**config.mk**
```make
export PLATFORM = sky130hd
export DESIGN_NAME = debug_program_loader_flat
export DESIGN_NICKNAME = d
export VERILOG_FILES = /design/src/rtl/debug_program_loader_pkg.sv /design/src/rtl/debug_program_loader_if.sv /design/src/rtl/debug_byte_packer.sv /design/src/rtl/debug_program_loader.sv /design/src/flat_wrapper.sv
export SDC_FILE = /design/constraint.sdc
export NUM_CORES = 1
export LEC_CHECK = 0
export CAP_MARGIN = 15
export CORE_MARGIN = 3
export CORE_UTILIZATION = 30
export CTS_BUF_LIST = sky130_fd_sc_hd__clkbuf_8
export DETAILED_ROUTE_END_ITERATION = 10
export DONT_BUFFER_PORTS = 1
export PLACE_DENSITY = 0.44
export SLEW_MARGIN = 15
export SYNTH_ARGS = -nofsm -noshare
export SYNTH_HDL_FRONTEND = slang
export SYNTH_SLANG_ARGS = --single-unit
```
**constraint.sdc**
```tcl
create_clock -name i_clock -period 2.69 [get_ports i_clock]
set_clock_uncertainty 0.05 [all_clocks]
set_input_delay 0.538 -clock i_clock [delete_from_list [all_inputs] [get_ports i_clock]]
set_output_delay 0.538 -clock i_clock [all_outputs]
set_load 0.01 [all_outputs]
```
**src/rtl/debug_program_loader_pkg.sv**
```systemverilog
// Purpose : shared widths, HALT marker and loader FSM state codes for the program loader and IF stage.
// Contents: widths of instruction word, program address and UART byte; state constants; word/addr/byte types.
// Users   : debug_program_loader_if, debug_byte_packer, debug_program_loader.
package debug_program_loader_pkg;

  localparam int RAM_WIDTH_PROGRAMA = 32;
  localparam int CANT_BITS_ADDR     = 11;
  localparam int RAM_DEPTH_PROGRAMA = 2048;
  localparam int CANT_BITS_BYTE     = 8;

  localparam logic [RAM_WIDTH_PROGRAMA-1:0] HALT_INSTRUCTION = 32'hFFFF_FFFF;

  localparam logic [2:0] ST_IDLE  = 3'd0;
  localparam logic [2:0] ST_RECV  = 3'd1;
  localparam logic [2:0] ST_WRITE = 3'd2;
  localparam logic [2:0] ST_DONE  = 3'd3;
  localparam logic [2:0] ST_ERROR = 3'd4;

  typedef logic [RAM_WIDTH_PROGRAMA-1:0] word_t;
  typedef logic [CANT_BITS_ADDR-1:0]     addr_t;
  typedef logic [CANT_BITS_BYTE-1:0]     byte_t;

endpackage

```
**src/rtl/debug_program_loader_if.sv**
```systemverilog
// Purpose : bundles the UART-side inputs and program-memory-side outputs of the loader.
// Ports   : i_start_load, i_rx_data, i_rx_valid (host -> loader);
//           o_addr/o_data/o_write_read/o_enable/o_control_mux, o_busy, o_load_done, o_overflow (loader -> host).
// Modports: master = loader view, slave = host/memory view.
interface debug_program_loader_if;
  import debug_program_loader_pkg::*;

  logic  i_start_load;
  byte_t i_rx_data;
  logic  i_rx_valid;
  addr_t o_addr_mem_programa;
  word_t o_data_mem_programa;
  logic  o_write_read_mem;
  logic  o_enable_mem;
  logic  o_control_mux_addr_mem;
  logic  o_busy;
  logic  o_load_done;
  logic  o_overflow;

  modport master (
    input  i_start_load, i_rx_data, i_rx_valid,
    output o_addr_mem_programa, o_data_mem_programa, o_write_read_mem, o_enable_mem,
           o_control_mux_addr_mem, o_busy, o_load_done, o_overflow
  );

  modport slave (
    output i_start_load, i_rx_data, i_rx_valid,
    input  o_addr_mem_programa, o_data_mem_programa, o_write_read_mem, o_enable_mem,
           o_control_mux_addr_mem, o_busy, o_load_done, o_overflow
  );

endinterface

```
**src/rtl/debug_byte_packer.sv**
```systemverilog
// Purpose : shifts UART bytes into a 32-bit word, first byte ends up in the MSBs.
// Ports   : clk/rst, clr (restart byte count), in_vld/in_dat (accepted byte),
//           word_vld/word_dat (combinational: high on the 4th byte, word includes that byte).
module debug_byte_packer
  import debug_program_loader_pkg::*;
(
  input  logic  clk,
  input  logic  rst,
  input  logic  clr,
  input  logic  in_vld,
  input  byte_t in_dat,
  output logic  word_vld,
  output word_t word_dat
);

  logic [1:0]  cnt_q, cnt_d;
  logic [23:0] shift_q, shift_d;

  // The completed word is formed from the three stored bytes plus the one on the bus,
  // so the loader can latch it on the same edge the 4th byte arrives.
  assign word_vld = in_vld && (cnt_q == 2'd3);
  assign word_dat = {shift_q, in_dat};

  always_comb begin
    cnt_d   = cnt_q;
    shift_d = shift_q;
    if (clr) begin
      cnt_d   = 2'd0;
      shift_d = 24'd0;
    end else if (in_vld) begin
      cnt_d   = cnt_q + 2'd1;
      shift_d = {shift_q[15:0], in_dat};
    end
  end

  always_ff @(posedge clk or posedge rst) begin
    if (rst) begin
      cnt_q   <= 2'd0;
      shift_q <= 24'd0;
    end else begin
      cnt_q   <= cnt_d;
      shift_q <= shift_d;
    end
  end

endmodule

```
**src/rtl/debug_program_loader.sv**
```systemverilog
// Purpose : loads a program from UART bytes into program memory from address 0 until HALT is written.
// Ports   : i_clock, i_soft_reset (async, active high), bus (master modport: UART in, memory write port out).
// Timing  : 4th byte at edge N -> write strobe during cycle N+1 -> next address from N+2.
module debug_program_loader
  import debug_program_loader_pkg::*;
#(
  parameter int    DEPTH     = RAM_DEPTH_PROGRAMA,
  parameter word_t HALT_WORD = HALT_INSTRUCTION
)
(
  input logic                    i_clock,
  input logic                    i_soft_reset,
  debug_program_loader_if.master bus
);

  logic [2:0] state_q, state_d;
  addr_t      addr_q, addr_d;
  word_t      data_q, data_d;
  logic       wr_q, wr_d;
  logic       en_q, en_d;
  logic       mux_q, mux_d;
  logic       busy_q, busy_d;
  logic       done_q, done_d;
  logic       ovf_q, ovf_d;

  logic  accept;
  logic  clr;
  logic  word_vld;
  word_t word_dat;

  // Bytes are taken while receiving and also during the write cycle, so a byte
  // landing on the strobe becomes byte 0 of the next word.
  assign accept = bus.i_rx_valid && ((state_q == ST_RECV) || (state_q == ST_WRITE));
  assign clr    = bus.i_start_load && ((state_q == ST_IDLE) || (state_q == ST_ERROR));

  debug_byte_packer u_packer (
    .clk      (i_clock),
    .rst      (i_soft_reset),
    .clr      (clr),
    .in_vld   (accept),
    .in_dat   (bus.i_rx_data),
    .word_vld (word_vld),
    .word_dat (word_dat)
  );

  always_comb begin
    state_d = state_q;
    addr_d  = addr_q;
    data_d  = data_q;
    wr_d    = 1'b0;
    en_d    = en_q;
    mux_d   = mux_q;
    busy_d  = busy_q;
    done_d  = 1'b0;
    ovf_d   = ovf_q;
    case (state_q)
      ST_IDLE, ST_ERROR: begin
        if (bus.i_start_load) begin
          state_d = ST_RECV;
          addr_d  = '0;
          en_d    = 1'b1;
          mux_d   = 1'b1;
          busy_d  = 1'b1;
          ovf_d   = 1'b0;
        end
      end
      ST_RECV: begin
        if (word_vld) begin
          state_d = ST_WRITE;
          data_d  = word_dat;
          wr_d    = 1'b1;
        end
      end
      ST_WRITE: begin
        if (data_q == HALT_WORD) begin
          state_d = ST_DONE;
          done_d  = 1'b1;
          en_d    = 1'b0;
          mux_d   = 1'b0;
          busy_d  = 1'b0;
        end else if (addr_q == addr_t'(DEPTH - 1)) begin
          // Memory is full and no HALT seen: stop rather than wrap onto address 0.
          state_d = ST_ERROR;
          ovf_d   = 1'b1;
          en_d    = 1'b0;
          mux_d   = 1'b0;
          busy_d  = 1'b0;
        end else begin
          state_d = ST_RECV;
          addr_d  = addr_q + addr_t'(1);
        end
      end
      ST_DONE: begin
        state_d = ST_IDLE;
      end
      default: begin
        state_d = ST_IDLE;
        en_d    = 1'b0;
        mux_d   = 1'b0;
        busy_d  = 1'b0;
      end
    endcase
  end

  always_ff @(posedge i_clock or posedge i_soft_reset) begin
    if (i_soft_reset) begin
      state_q <= ST_IDLE;
      addr_q  <= '0;
      data_q  <= '0;
      wr_q    <= 1'b0;
      en_q    <= 1'b0;
      mux_q   <= 1'b0;
      busy_q  <= 1'b0;
      done_q  <= 1'b0;
      ovf_q   <= 1'b0;
    end else begin
      state_q <= state_d;
      addr_q  <= addr_d;
      data_q  <= data_d;
      wr_q    <= wr_d;
      en_q    <= en_d;
      mux_q   <= mux_d;
      busy_q  <= busy_d;
      done_q  <= done_d;
      ovf_q   <= ovf_d;
    end
  end

  assign bus.o_addr_mem_programa    = addr_q;
  assign bus.o_data_mem_programa    = data_q;
  assign bus.o_write_read_mem       = wr_q;
  assign bus.o_enable_mem           = en_q;
  assign bus.o_control_mux_addr_mem = mux_q;
  assign bus.o_busy                 = busy_q;
  assign bus.o_load_done            = done_q;
  assign bus.o_overflow             = ovf_q;

endmodule
```
**src/flat_wrapper.sv**
```systemverilog
// flat-port wrapper written by rule: the top's interface ports become plain ports
module debug_program_loader_flat import debug_program_loader_pkg::*;
#(
  parameter int    DEPTH     = RAM_DEPTH_PROGRAMA,
  parameter word_t HALT_WORD = HALT_INSTRUCTION
)
  (i_clock, i_soft_reset, bus_i_start_load, bus_i_rx_data, bus_i_rx_valid, bus_o_addr_mem_programa, bus_o_data_mem_programa, bus_o_write_read_mem, bus_o_enable_mem, bus_o_control_mux_addr_mem, bus_o_busy, bus_o_load_done, bus_o_overflow);
  debug_program_loader_if bus_i ();
  input logic i_clock;
  input logic i_soft_reset;
  input wire logic [$bits(bus_i.i_start_load)-1:0] bus_i_start_load;
  input wire logic [$bits(bus_i.i_rx_data)-1:0] bus_i_rx_data;
  input wire logic [$bits(bus_i.i_rx_valid)-1:0] bus_i_rx_valid;
  output wire logic [$bits(bus_i.o_addr_mem_programa)-1:0] bus_o_addr_mem_programa;
  output wire logic [$bits(bus_i.o_data_mem_programa)-1:0] bus_o_data_mem_programa;
  output wire logic [$bits(bus_i.o_write_read_mem)-1:0] bus_o_write_read_mem;
  output wire logic [$bits(bus_i.o_enable_mem)-1:0] bus_o_enable_mem;
  output wire logic [$bits(bus_i.o_control_mux_addr_mem)-1:0] bus_o_control_mux_addr_mem;
  output wire logic [$bits(bus_i.o_busy)-1:0] bus_o_busy;
  output wire logic [$bits(bus_i.o_load_done)-1:0] bus_o_load_done;
  output wire logic [$bits(bus_i.o_overflow)-1:0] bus_o_overflow;
  assign bus_i.i_start_load = bus_i_start_load;
  assign bus_i.i_rx_data = bus_i_rx_data;
  assign bus_i.i_rx_valid = bus_i_rx_valid;
  assign bus_o_addr_mem_programa = bus_i.o_addr_mem_programa;
  assign bus_o_data_mem_programa = bus_i.o_data_mem_programa;
  assign bus_o_write_read_mem = bus_i.o_write_read_mem;
  assign bus_o_enable_mem = bus_i.o_enable_mem;
  assign bus_o_control_mux_addr_mem = bus_i.o_control_mux_addr_mem;
  assign bus_o_busy = bus_i.o_busy;
  assign bus_o_load_done = bus_i.o_load_done;
  assign bus_o_overflow = bus_i.o_overflow;
  debug_program_loader #(.DEPTH(DEPTH), .HALT_WORD(HALT_WORD)) u_core (.i_clock(i_clock), .i_soft_reset(i_soft_reset), .bus(bus_i));
endmodule
```
# Word level (Yosys, flattened, before mapping)
# Index checks and enable logic that the tools add are counted.
# word_totals
inputBits	12
output_inout_bits	49
reg_bits	76
wordCells	65
# classes
n_reduce_logical	15
mux	25
bitwise_logic	1
addsub	2
eq_ne	13
# op_table
operator	count
24-bit 2-to-1 mux	2
11-bit 2-to-1 mux	3
32-bit == test (second input constant)	1
11-bit case mux with 2 select lines	1
3-bit 2-to-1 mux	4
11-bit by 1-bit adder with 11-bit output (second input constant)	1
11-bit == test (second input constant)	1
1-bit 2-to-1 mux	10
2-bit != test (second input constant)	5
3-bit case mux with 3 select lines	1
4-bit AND reduction	2
3-bit by 2-bit == test with 1-bit output (second input constant)	2
2-bit 2-to-1 mux	2
2-bit AND reduction	2
2-bit nonzero test	2
2-bit OR reduction	2
3-bit by 1-bit == test with 1-bit output (second input constant)	1
3-bit == test (second input constant)	1
1-bit logical AND	3
3-bit logical NOT	1
3-bit != test (second input constant)	1
1-bit case mux with 3 select lines	1
3-bit AND reduction	1
2-bit by 1-bit adder with 2-bit output (second input constant)	1
other kinds (4)	5

# Longest topological paths before layout
# logic_depth
word_depth	6
ltp_mapped	6
ltp_nobuf	6

# Hierarchy
# A second synthesis with hierarchy kept.
# unflattened
hier_cells	269
area_unflattened_um2	3368.2
# by_module_without_submodules
mod	seq_area_each_um2	n_inst	cells_per_inst	area_per_inst_um2
debug_program_loader	1251.2	1	174	2209.6
debug_byte_packer	650.6	1	95	1158.6

# Worst setup path before layout
# No wires, ideal clock.
# synth_timing
path_kind	reg2reg
from	register u_core.addr_q[0], in the netlist u_core.bus.o_addr_mem_programa[0]
to	register u_core.addr_q[3], in the netlist u_core.bus.o_addr_mem_programa[3]
synth_period_minus_slack_ns	1.703
slack_ns	0.987
required_ns	2.561
n_path_buf	0
arrival_ns	1.574
setup_ns	0.079
path_stages_with_launch	7
cell_sequence	dfrtp_1 ha_1 nand2_1 nor3_4 and4_4 nor4_1 mux2i_1
# synth_via
elab_chain_len	4
elab_cells_between_ends	7
classes_between	add/sub (1); eq/ne (2); mux (3); reduce/logical (1)
# synth_lines
element	line_no	source
start, declared	debug_program_loader.sv:17	addr_t addr_q, addr_d;
start signal, assigned	debug_program_loader.sv:118	addr_q <= addr_d;
11-bit by 1-bit adder with 11-bit output	debug_program_loader.sv:90	addr_d = addr_q + addr_t'(1);
11-bit 2-to-1 mux	debug_program_loader.sv:81	end else if (addr_q == addr_t'(DEPTH - 1)) begin
11-bit 2-to-1 mux	debug_program_loader.sv:75	if (data_q == HALT_WORD) begin
11-bit case mux with 2 select lines	debug_program_loader.sv:56	case (state_q)
# Parallel ways exist; a longest one is shown, timed or not. The select of a mux whose other input is x is not followed.
# A chain may end at the register's enable or synchronous reset.

# Worst setup path in the final report
# layout_timing
from	register u_core.data_q[12], in the netlist u_core.bus.o_data_mem_programa[12]
to	register u_core.en_q, in the netlist u_core.bus.o_enable_mem
# layout_via
elab_chain_len	3
elab_cells_between_ends	5
classes_between	eq/ne (2); mux (2); reduce/logical (1)
# layout_lines
element	line_no	source
start, declared	debug_program_loader.sv:18	word_t data_q, data_d;
start signal, assigned	debug_program_loader.sv:119	data_q <= data_d;
32-bit == test *	debug_program_loader.sv:75	
3-bit != test (no line) or 1-bit 2-to-1 mux (tied branches)	n/a	
3-bit AND reduction (no line) or 1-bit case mux with 3 select lines (tied branches)	n/a	
end signal, assigned	debug_program_loader.sv:121	en_q <= en_d;
end, declared	debug_program_loader.sv:20	logic en_q, en_d;
# Every way passes the cells marked *; elsewhere a longest branch is shown, timed or not.

==> summary.txt <==
Finish
  • Ant diodes: 0
  • Synth-to-layout area growth: 10.2%
  • Most frequent cells in the layout: dfrtp_1, nand2_1, mux2_2
  • Most common cell after layout, fill and taps aside: dfrtp_1
  • Nets@finish: between 300 and 400
  • Final Instance Area: approximately 0.0036 mm2
  • Share of layout cells above drive strength 1: 0.216
  • Fin cells: 432

Clocking
  • TritonCTS Buffers: 9
  • CTS resizes: 0
  • Worst-Skew Late Latency: 0.35 ns
  • Cts hold-fix bufs: 0
  • Setup Buffers After CTS: 0
  • CTS Buffer Depth: 2
  • H-tree lvl count: 3
  • Worst-path clk slew: ~0.080 ns
  • Sink Count: 76
  • CTS tree: yes
  • CTS Root Cell: clkbuf_8

Setup path
  • Worst reg2reg path startpoint: u_core.bus.o_data_mem_programa[12]$_DFFE_PP0P_
  • Worst Setup End Kind: flop
  • Critical path peak fanout: 7
  • Worst reg-to-reg setup slack: 0.75 ns
  • Worst r2r path cells: 5
  • CP Data Required Time: 2.87 ns
  • Arrival time at the worst endpoint: roughly 2.1 ns
  • R2r endpoint: u_core.bus.o_enable_mem$_DFFE_PP0P_
  • Startpoint types: flop
  • Worst Setup Path Type: flop to flop

Synth
  • Ys flop type: dfrtp_1
  • YS warnings: 0
  • Library cells used by synthesis: between 40 and 50
  • Post-synthesis cell count: 288
  • Syn Std Cell Area: 0.00327 mm2
  • Number of synthesized flops with an enable pin: 0
  • Net Count, Synth: just over 300
  • Mean Syn Cell Area: ~11 um2
  • Ys async rst share: 1.00
  • FF+latch count, synth: between 70 and 80
  • Register area share after synthesis: 0.581

Place
  • Post-DP HPWL: 5.17 mm
  • RD Place Congestion: around 0.77
  • Cells after DPL: between 400 and 500
  • PortBufs: 0
  • Placed inst area: between 0.003 and 0.004 mm2

Timing
  • Slew HR: 0.593
  • Fmax: about 0.52 GHz
  • Fin crit period: approximately 1.9 ns
  • Final Hold Violating Endpoints: 0
  • Slew @ Worst Pin: approximately 0.6 ns
  • Period utilization: 0.720
  • Slew Viols, Final: 0
  • RSZ-0062 raised after global routing: no
  • Setup TNS: 0 ns
  • Setup Viol. Count Final: 0

Pwr
  • Pleak: ~1.6 nW
  • Switching power: approximately 1.3 mW
  • Reg power frac: 0.558
  • Sw frac: 0.361
  • Final total power: around 3.7 mW
  • Max rail drop VDD: 0.410 mV
  • P_int: ~2.4 mW
  • Comb power frac: 0.202
  • Clock Power Share: 0.240
  • PD cells: approximately 1000 mW/mm2

Die
  • Total die area: 0.0122 mm2
  • Initial core utilization: 0.313
  • Die Wd: between 100 and 150 um
  • Core Rows: 37
  • Io pins: 61
  • Core Region: about 0.010 mm2
  • DIE HEIGHT: 110 um

GRT
  • First-pass GRT wire length: between 10 and 15 mm
  • Grt total ovfl: 0
  • Total global routing track utilization: 0.129
  • Initial antenna violation count: 0
  • Largest net degree at the start of global routing: between 40 and 50
  • Vias in the first global route: 2221

Routing
  • DR DRC count: 0
  • Drt wl/cell: roughly 18 um
  • WL final: around 7.7 mm
  • Drt pass-1 iters: 4
  • Via/cell ratio: around 5
  • DR iter-0 viols: 76
  • Routed Antenna Nets: 0
  • Vias: roughly 2100

Worst hold path
  • Hold Path Class: input pin to async pin

Outcome
  • Outcome: completed

Flow run
  • Max Cap Viol: 0
[layout make-up]
| cell class | instances | area [um2] |
|---|---|---|
| clock inverters | 6 | 63.8 |
| multi-input cells | 193 | 1260 |
| flip-flops and latches | 76 | 1900 |
| fillers | 1105 | 6850 |
| clock buffers | 10 | 138 |
| inverters | 6 | 23.8 |
| repair buffers | 5 | 50.0 |
| well taps | 136 | 170 |
[registers in the layout, indices dropped and copies added (netlist names)]
name,count
u_core.bus.o_overflow,1
u_core.bus.o_write_read_mem,1
u_core.bus.o_load_done,1
u_core.bus.o_enable_mem,1
u_core.state_q,3
u_core.u_packer.cnt_q,2
u_core.bus.o_addr_mem_programa,11
u_core.bus.o_data_mem_programa,32
u_core.u_packer.shift_q,24
[power groups by stage]
stage               combinational, mW  sequential, mW  clock (mW)
finish                          0.747            2.07       0.889
detailed placement              0.759            2.10           0
global route                    0.856            2.13       0.973
CTS                             0.761            2.08       0.927
floorplan                       0.680            1.94           0
global placement                0.747            2.09           0
[worst max-delay path: stages, from the launching register on]
cell,delay [ns]
dfrtp_1,0.42
nand4_1,0.18
nor4_2,0.53
a21o_1,0.34
o21ai_1,0.09
a21bo_2,0.22
[Yosys cell counts, types with 2 or more instances]
cell type  instances  share of area
nor3_1             2         0.0031
buf_6              2         0.0069
a31oi_1            2         0.0038
a31o_1             2         0.0054
nor2_1             5         0.0057
mux2_1             2         0.0069
clkbuf_1           3         0.0034
o21ai_0            5         0.0076
inv_1              6         0.0069
ha_1               2         0.0076
dfrtp_1           76           0.58
nand3_1            8          0.012
nand3_2            2         0.0061
nor3_4             2         0.0099
and3_1             4         0.0076
buf_4              6          0.014
nand2b_1           2         0.0038
nand4_1            8          0.015
mux2_2            30           0.10
a21oi_1           29          0.044
nor4_2             2         0.0076
nand2_1           62          0.071
mux2i_1            4          0.012
[cells by family after synthesis]
group                    share of synthesized area
AND/OR/NAND/NOR                              0.160
flip-flops                                   0.581
AO/OA/AOI/OAI                               0.0902
multiplexers                                 0.122
buffers and inverters                       0.0336
XOR/XNOR                                   0.00535
adder cells (fa/ha/maj)                    0.00764
[worst max-delay path by stage]
stage	to	startpoint
detailed placement	u_core.bus.o_addr_mem_programa[1]$_DFFE_PP0P_	u_core.bus.o_data_mem_programa[23]$_DFFE_PP0P_
CTS	u_core.bus.o_enable_mem$_DFFE_PP0P_	u_core.bus.o_data_mem_programa[23]$_DFFE_PP0P_
floorplan	u_core.bus.o_addr_mem_programa[0]$_DFFE_PP0P_	i_soft_reset
global placement	u_core.bus.o_addr_mem_programa[1]$_DFFE_PP0P_	u_core.bus.o_data_mem_programa[23]$_DFFE_PP0P_
global route	u_core.bus.o_addr_mem_programa[2]$_DFFE_PP0P_	u_core.bus.o_data_mem_programa[23]$_DFFE_PP0P_
finish	u_core.bus.o_enable_mem$_DFFE_PP0P_	u_core.bus.o_data_mem_programa[12]$_DFFE_PP0P_
[through the flow]
step                utilization  hold slack (ns)  setup slack (ns)
global route              0.345           0.0982             0.576
floorplan                     -            0.414             0.164
global placement          0.326            0.429             0.736
finish                    0.345           0.0723             0.754
CTS                       0.345           0.0745             0.706
detailed placement        0.326            0.430             0.732
[routing by layer]
| metal | GRT usage | share of wire |
|---|---|---|
| met1 | 0.173 | 0.46 |
| met2 | 0.192 | 0.46 |
| met3 | 0.0422 | 0.061 |
| met4 | 0.0542 | 0.015 |
| met5 | 0 | 0 |
(Power assumes the default switching activity.)
